### src/rtl/width_conv_arbiter.sv
// Two-source round-robin arbiter feeding a shared 24->128 width converter in 16-beat alignment groups.
// Optional macro PAD_FLUSH_EN: an early sx_last zero-pads the rest of the group.
module width_conv_arbiter #(
    parameter int DATA_W      = 24,
    parameter int GROUP_BEATS = 16
) (
    input  logic              clk,
    input  logic              rst_n,
    input  logic              s0_valid,
    input  logic [DATA_W-1:0] s0_data,
    input  logic              s0_last,
    output logic              s0_ready,
    input  logic              s1_valid,
    input  logic [DATA_W-1:0] s1_data,
    input  logic              s1_last,
    output logic              s1_ready,
    output logic              conv_valid,
    output logic [DATA_W-1:0] conv_data,
    output logic              conv_src,
    output logic              conv_sof,
    output logic [1:0]        state_dbg
);
    // Handshake: a beat transfers on a rising edge where sx_valid and sx_ready are both 1;
    // ready depends only on state, never on valid, and is 0 outside the owning grant.
    localparam int CNT_W = $clog2(GROUP_BEATS);
    localparam logic [CNT_W-1:0] LAST_BEAT = CNT_W'(GROUP_BEATS - 1);

`ifdef PAD_FLUSH_EN
    typedef enum logic [1:0] {IDLE = 2'd0, GRANT0 = 2'd1, GRANT1 = 2'd2, PAD = 2'd3} state_t;
    logic hs_last;
`else
    typedef enum logic [1:0] {IDLE = 2'd0, GRANT0 = 2'd1, GRANT1 = 2'd2} state_t;
    logic unused_last;
    assign unused_last = s0_last | s1_last;
`endif

    state_t            state, state_n;
    logic              ptr, ptr_n;     // 1: source 1 wins a tie
    logic [CNT_W-1:0]  cnt;
    logic              fwd;
    logic [DATA_W-1:0] fwd_data;

    always_comb begin
        state_n  = state;
        ptr_n    = ptr;
        s0_ready = 1'b0;
        s1_ready = 1'b0;
        fwd      = 1'b0;
        fwd_data = s0_data;
`ifdef PAD_FLUSH_EN
        hs_last  = 1'b0;
`endif
        case (state)
            IDLE: begin
                if (s0_valid && (!s1_valid || !ptr)) state_n = GRANT0;
                else if (s1_valid)                   state_n = GRANT1;
            end
            GRANT0: begin
                s0_ready = 1'b1;
                fwd      = s0_valid;
`ifdef PAD_FLUSH_EN
                hs_last  = s0_last;
`endif
            end
            GRANT1: begin
                s1_ready = 1'b1;
                fwd      = s1_valid;
                fwd_data = s1_data;
`ifdef PAD_FLUSH_EN
                hs_last  = s1_last;
`endif
            end
`ifdef PAD_FLUSH_EN
            PAD: begin
                fwd      = 1'b1;
                fwd_data = '0;
            end
`endif
            default: state_n = IDLE;
        endcase

        // conv_src already names the group owner by the time its final beat is forwarded
        if (fwd) begin
            if (cnt == LAST_BEAT) begin
                state_n = IDLE;
                ptr_n   = ~conv_src;
            end
`ifdef PAD_FLUSH_EN
            else if (hs_last) begin
                state_n = PAD;
            end
`endif
        end
    end

    always_ff @(posedge clk or negedge rst_n) begin
        if (!rst_n) begin
            state      <= IDLE;
            ptr        <= 1'b0;
            cnt        <= '0;
            conv_valid <= 1'b0;
            conv_data  <= '0;
            conv_src   <= 1'b0;
            conv_sof   <= 1'b0;
        end else begin
            state      <= state_n;
            ptr        <= ptr_n;
            conv_valid <= fwd;
            conv_sof   <= fwd && (cnt == '0);
            if (fwd) begin
                conv_data <= fwd_data;
                cnt       <= cnt + 1'b1;
                if (cnt == '0) conv_src <= (state == GRANT1);
            end
        end
    end

    assign state_dbg = state;

endmodule
### config.mk
export PLATFORM = sky130hd
export DESIGN_NAME = width_conv_arbiter
export DESIGN_NICKNAME = d
export VERILOG_FILES = /design/src/rtl/width_conv_arbiter.sv
export SDC_FILE = /design/constraint.sdc
export NUM_CORES = 1
export LEC_CHECK = 0
export BUFFER_PORTS_ARGS = -buffer_cell sky130_fd_sc_hd__buf_2
export CAP_MARGIN = 5
export CORE_ASPECT_RATIO = 1.75
export CORE_MARGIN = 2
export CORE_UTILIZATION = 45
export CTS_CLUSTER_SIZE = 8
export DETAILED_ROUTE_END_ITERATION = 7
export PLACE_DENSITY = 0.85
export SLEW_MARGIN = 10
export SYNTH_ARGS = -nofsm -noshare
export SYNTH_HDL_FRONTEND = slang
export SYNTH_SLANG_ARGS = --single-unit
export TNS_END_PERCENT = 1
### constraint.sdc
create_clock -name clk -period 2.35 [get_ports clk]
set_clock_uncertainty 0.05 [all_clocks]
set_input_delay 0.3525 -clock clk [delete_from_list [all_inputs] [get_ports clk]]
set_output_delay 0.3525 -clock clk [all_outputs]
set_load 0.005 [all_outputs]
# Word level (Yosys, flattened, before mapping)
# Cells that the tools add are included.
[totals] ff_bits=34 input_bits=54 output_inout_bits=31 wordCells=31
[classes] n_addsub=1 n_eq_ne=3 muxes=9 bitwise_logic=1 reduce_logical=10
[op_table] operator="24-bit two-way mux" count=1
[op_table] operator="2-bit two-way mux" count=4
[op_table] operator="4-bit by 1-bit adder with 4-bit output (second input constant)" count=1
[op_table] operator="4-bit equality test (second input constant)" count=1
[op_table] operator="4-bit logical NOT" count=1
[op_table] operator="2-bit one-hot mux with 2 select lines" count=1
[op_table] operator="2-bit AND reduction" count=2
[op_table] operator="2-bit by 1-bit equality test with 1-bit output (second input constant)" count=1
[op_table] operator="2-bit equality test (second input constant)" count=1
[op_table] operator="1-bit logical AND" count=2
[op_table] operator="1-bit logical NOT" count=2
[op_table] operator="2-bit logical NOT" count=1
[op_table] operator="1-bit two-way mux" count=2
[op_table] operator="1-bit one-hot mux with 2 select lines" count=1
[op_table] operator="2-bit OR reduction" count=1
[op_table] operator="1-bit logical OR" count=1
[op_table] operator="1-bit inverter" count=1

# Logic depth before layout (Yosys ltp)
[depth] ltp_word=7 depth_mapped=8 depth_no_buf=5

# Least setup slack after synthesis
# Ideal clock, no wire load.
[synth_timing] path_type="register to register" from="reg state[0] (netlist: state_dbg[0])" to="reg conv_data[14]" setup_ps=122 arrival_ps=1569 t_required_ps=2178 path_slack_ps=609 path_stages_with_launch=9 path_buffers=3 synth_period_minus_slack_ps=1741 path_cell_list="dfrtp_1 -> inv_1 -> ha_1 -> buf_6 -> a22o_1 -> buf_2 -> buf_6 -> a21oi_1 -> a21oi_2"
[synth_via] elab_chain_cells=2 word_cells_on_any_way=4 cone_classes="eq/ne (2); mux (2)"
[synth_lines] item="start: declaration" line="37" rtl="state_t state, state_n;"
[synth_lines] item="start signal: assignment" line="106" rtl="state <= state_n;"
[synth_lines] item="2-bit equality test or 2-bit by 1-bit equality test with 1-bit output (tied branches)" line="53" rtl="case (state)"
[synth_lines] item="1-bit one-hot mux with 2 select lines or 24-bit two-way mux (tied branches)" line="53"
[synth_lines] item="end signal: assignment" line="111" rtl="conv_data <= fwd_data;"
[synth_lines] item="end: declaration" line="18" rtl="output logic [DATA_W-1:0] conv_data,"
# Parallel ways exist; a longest one is shown, timed or not.
# A chain may end at the register's enable or synchronous reset.

# Final worst setup path
[layout_timing] from="reg state[0] (netlist: state_dbg[0])" to="out s1_ready"
[layout_via] elab_chain_cells=2
[layout_lines] item="2-bit equality test" line="53"
[layout_lines] item="1-bit two-way mux" line="53"
[layout_lines] item="end: declaration" line="16" rtl="output logic s1_ready,"
# Every way passes these cells.

==> results by group <==
Global route
  – GR Util All Layers: 18.2%
  – Initial antenna violation count: 0
  – Largest net degree at the start of global routing: 35
  – Via count of the first global-routing pass: 1410
  – Total global routing overflow: 0
  – Wire length of the first global-routing pass: 5.94 mm

Yosys
  – Top cells by area, synth: sky130_fd_sc_hd__dfrtp_1 49%, sky130_fd_sc_hd__mux2i_1 14%, sky130_fd_sc_hd__a21oi_2 9.6%, sky130_fd_sc_hd__a21oi_1 8.9%, sky130_fd_sc_hd__buf_6 3.9%
  – EDFF count, synth: 0
  – Most frequently used cell type in the post-synthesis netlist: sky130_fd_sc_hd__dfrtp_1
  – Syn. warnings: 0
  – Cell count after synthesis: 152
  – Share of async-settable or async-resettable flops after synthesis: 100%
  – Netlist area before placement: 0.00174 mm^2
  – Total nets after synthesis: 211
  – Synth top area share: 48.9%
  – Total of flip-flops plus latches after synthesis: 34
  – Ys flop type: sky130_fd_sc_hd__dfrtp_1
  – Most frequent cells after synthesis: 34 x sky130_fd_sc_hd__dfrtp_1, 31 x sky130_fd_sc_hd__a21oi_1, 25 x sky130_fd_sc_hd__mux2i_1
  – Leading area contributor after synthesis: sky130_fd_sc_hd__dfrtp_1
  – Sequential area share after synthesis: 48.9%
  – Syn Area/Cell: 11.5 um^2
  – Count of cell types in the netlist: 22

Drt
  – Total DRC errors in the routed layout: 0
  – Initial drt markers: 23
  – Vias after detailed routing: 1430
  – Routed len/inst: 13.7 um
  – Number of vias per cell after detailed routing: 5.05
  – Routed Antenna Nets: 0
  – Total wire length: 3.87 mm
  – DR pass1 iterations: 4

Die
  – I/O pin count: 85
  – Num rows: 29
  – Die area: 0.00440 mm^2
  – X dimension of the die: 51.0 um
  – Core region area: 0.00366 mm^2
  – Die height: 86.3 um
  – Effective utilization at floorplan: 47.5%

Cells and area
  – Number of filler instances in the final layout: 349
  – Final net count: 295
  – Diodes inserted: 0
  – Layout cell share with drive strength beyond 1: 48.9%
  – Area growth from synthesis to layout: 29.7%

STA
  – Aggregate negative setup slack: 0 ps
  – Post-layout minimum cycle time: 2000 ps
  – Transition at the pin with the smallest max-transition slack: 731 ps
  – Max Freq: 0.499 GHz
  – RSZ-0062 raised after global routing: no
  – Number of hold violations in the final report: 0
  – Final critical-path share of the clock period: 85.2%
  – Final count of negative-setup-slack endpoints: 0
  – Post-layout worst setup margin: 347 ps
  – Hold slack final: 70.9 ps
  – Total count of max-transition violations in the final report: 0
  – Worst slew margin relative to its limit: 51.3%

Pwr
  – Proportion of total power due to net switching: 40.3%
  – Logic gate share of total power: 51.8%
  – Sequential power share: 33.8%
  – P per Cell Area: 1340 mW/mm^2
  – Internal power component: 1.81 mW
  – Leak: 1.12 nW
  – Clock network fraction of design power: 14.4%
  – Switching Power: 1.22 mW
  – Max IR drop VDD: 0.802 mV

CTS
  – Total setup buffers inserted after CTS: 0
  – Clock buffer count from CTS: 5
  – Clock Tree Buf Depth: 2
  – Resized Gates After CTS: 0
  – Clock transition at the registers of the reported paths: 70 ps
  – Count of clock tree sinks: 34
  – CTS tree: done
  – # H-tree levels: 2
  – Clk Tree Root Cell: sky130_fd_sc_hd__clkbuf_8
  – Cts hold-fix bufs: 0
  – Clk_lat worst skew: 290 ps

Critical path
  – Cell breakdown of the critical path: inv_1 > ha_1 > buf_4 > buf_2
  – Maximum fanout count along the critical path: 26
  – Critical path required time: 1950 ps
  – Sort of element at the start of the critical path: flop
  – Kind of cell adding the most delay to the critical path: buffers and inverters
  – Slowest cell on the critical path: sky130_fd_sc_hd__dfrtp_1
  – Critical path arrival: 1600 ps
  – Buf/Inv on CP: 3
  – Maximum single-stage delay on the critical path: 410 ps
  – Endpoint kind of the worst setup timing path: primary output
  – Kind of critical path: reg2out

Placed design
  – Final RePlAce weighted congestion: 0.746
  – DP Worst Slack: 575 ps
  – PortBufs: 82
  – Hpwl dp: 2.96 mm

Worst hold path
  – Path category of the worst min-delay check: in2async

Outcome
  – Outcome: finished clean

Job
  – Total of max-cap violations: 0
-- kinds of logic (layout without fill, tap and decap cells) --
logic type	Yosys count	after routing	share of synthesized area [%]
DFF	34	34	48.9
and+or+nand+nor	13	13	4.60
adders and majority gates	5	5	3.59
buffers and inverters	18	103	6.68
muxes	26	26	15.0
AOI/OAI and AO/OA	53	53	19.8
xor gates and xnor gates	3	3	1.51
-- through the flow --
step / area, um^2 / power (mW) / utilization, % / instances
5_1_grt: 2260 / 3.27 / 61.7 / 283
6_report: 2260 / 3.03 / 61.7 / 283
3_5_place_dp: 2170 / 2.63 / 59.2 / 275
4_1_cts: 2260 / 3.07 / 61.7 / 283
3_3_place_gp: 2170 / 2.56 / 59.2 / 275
2_1_floorplan: 1740 / 2.14 / - / 152
-- final cells by class --
class,instances,area (um^2),area share [%]
Clock inverter,1,5.00,0.221
Timing Repair Buffer,89,463,20.5
Clock buffer,7,86.3,3.82
Tap cell,46,57.6,2.55
Sequential cell,34,851,37.7
Multi-Input combinational cell,100,774,34.3
Inverter,6,22.5,0.997
-- power groups by stage --
stage / registers (mW) / logic [mW] / clock network (mW)
after floorplan: 1.04 / 1.10 / 0
after CTS: 1.03 / 1.59 / 0.454
after global routing: 1.05 / 1.74 / 0.476
after detailed placement: 1.03 / 1.60 / 0
after global placement: 1.02 / 1.54 / 0
final: 1.02 / 1.57 / 0.435
-- registers in the layout (all words and copies together) (netlist names) --
signal and flops:
cnt 4, conv_sof 1, ptr 1, conv_src 1
conv_data 24, state_dbg 2, conv_valid 1
-- final timing paths --
kind	startpoint	end	slack, ps	depth (start not counted)
worst min register to register	conv_src$_DFFE_PN0P_	ptr$_DFFE_PN0P_	430	1
min in group clk	s0_valid	state_dbg[0]$_DFF_PN0_	290	3
worst min-delay path	rst_n	conv_src$_DFFE_PN0P_	70	1
worst max-delay path	state_dbg[0]$_DFF_PN0_	s1_ready	350	4
worst max register to register	state_dbg[0]$_DFF_PN0_	cnt[1]$_DFFE_PN0P_	570	5
max in group asynchronous	rst_n	conv_data[16]$_DFFE_PN0P_	1710	1
-- layer usage --
metal,up-vias,routed length [um],GRT usage [%],part of all wire (%)
met3,6,249,6.21,6.4
met2,61,2170,34.9,56
met5,-,0,0,0
li1,706,-,-,-
met1,657,1400,16.1,36
met4,0,55,8.35,1.4
-- layout by cell type (no fill, tap or decap), drive strengths merged, types with 2 or more instances in the layout --
cell type  synthesis  final
nand3              2      2
and3               3      3
dfrtp             34     34
nand4              2      2
buf                9     89
ha                 5      5
a21oi             50     50
mux2i             25     25
xnor2              2      2
inv                6      6
nand2              3      3
clkbuf             3      7
Note: power is estimated with default switching activity, not from simulation.
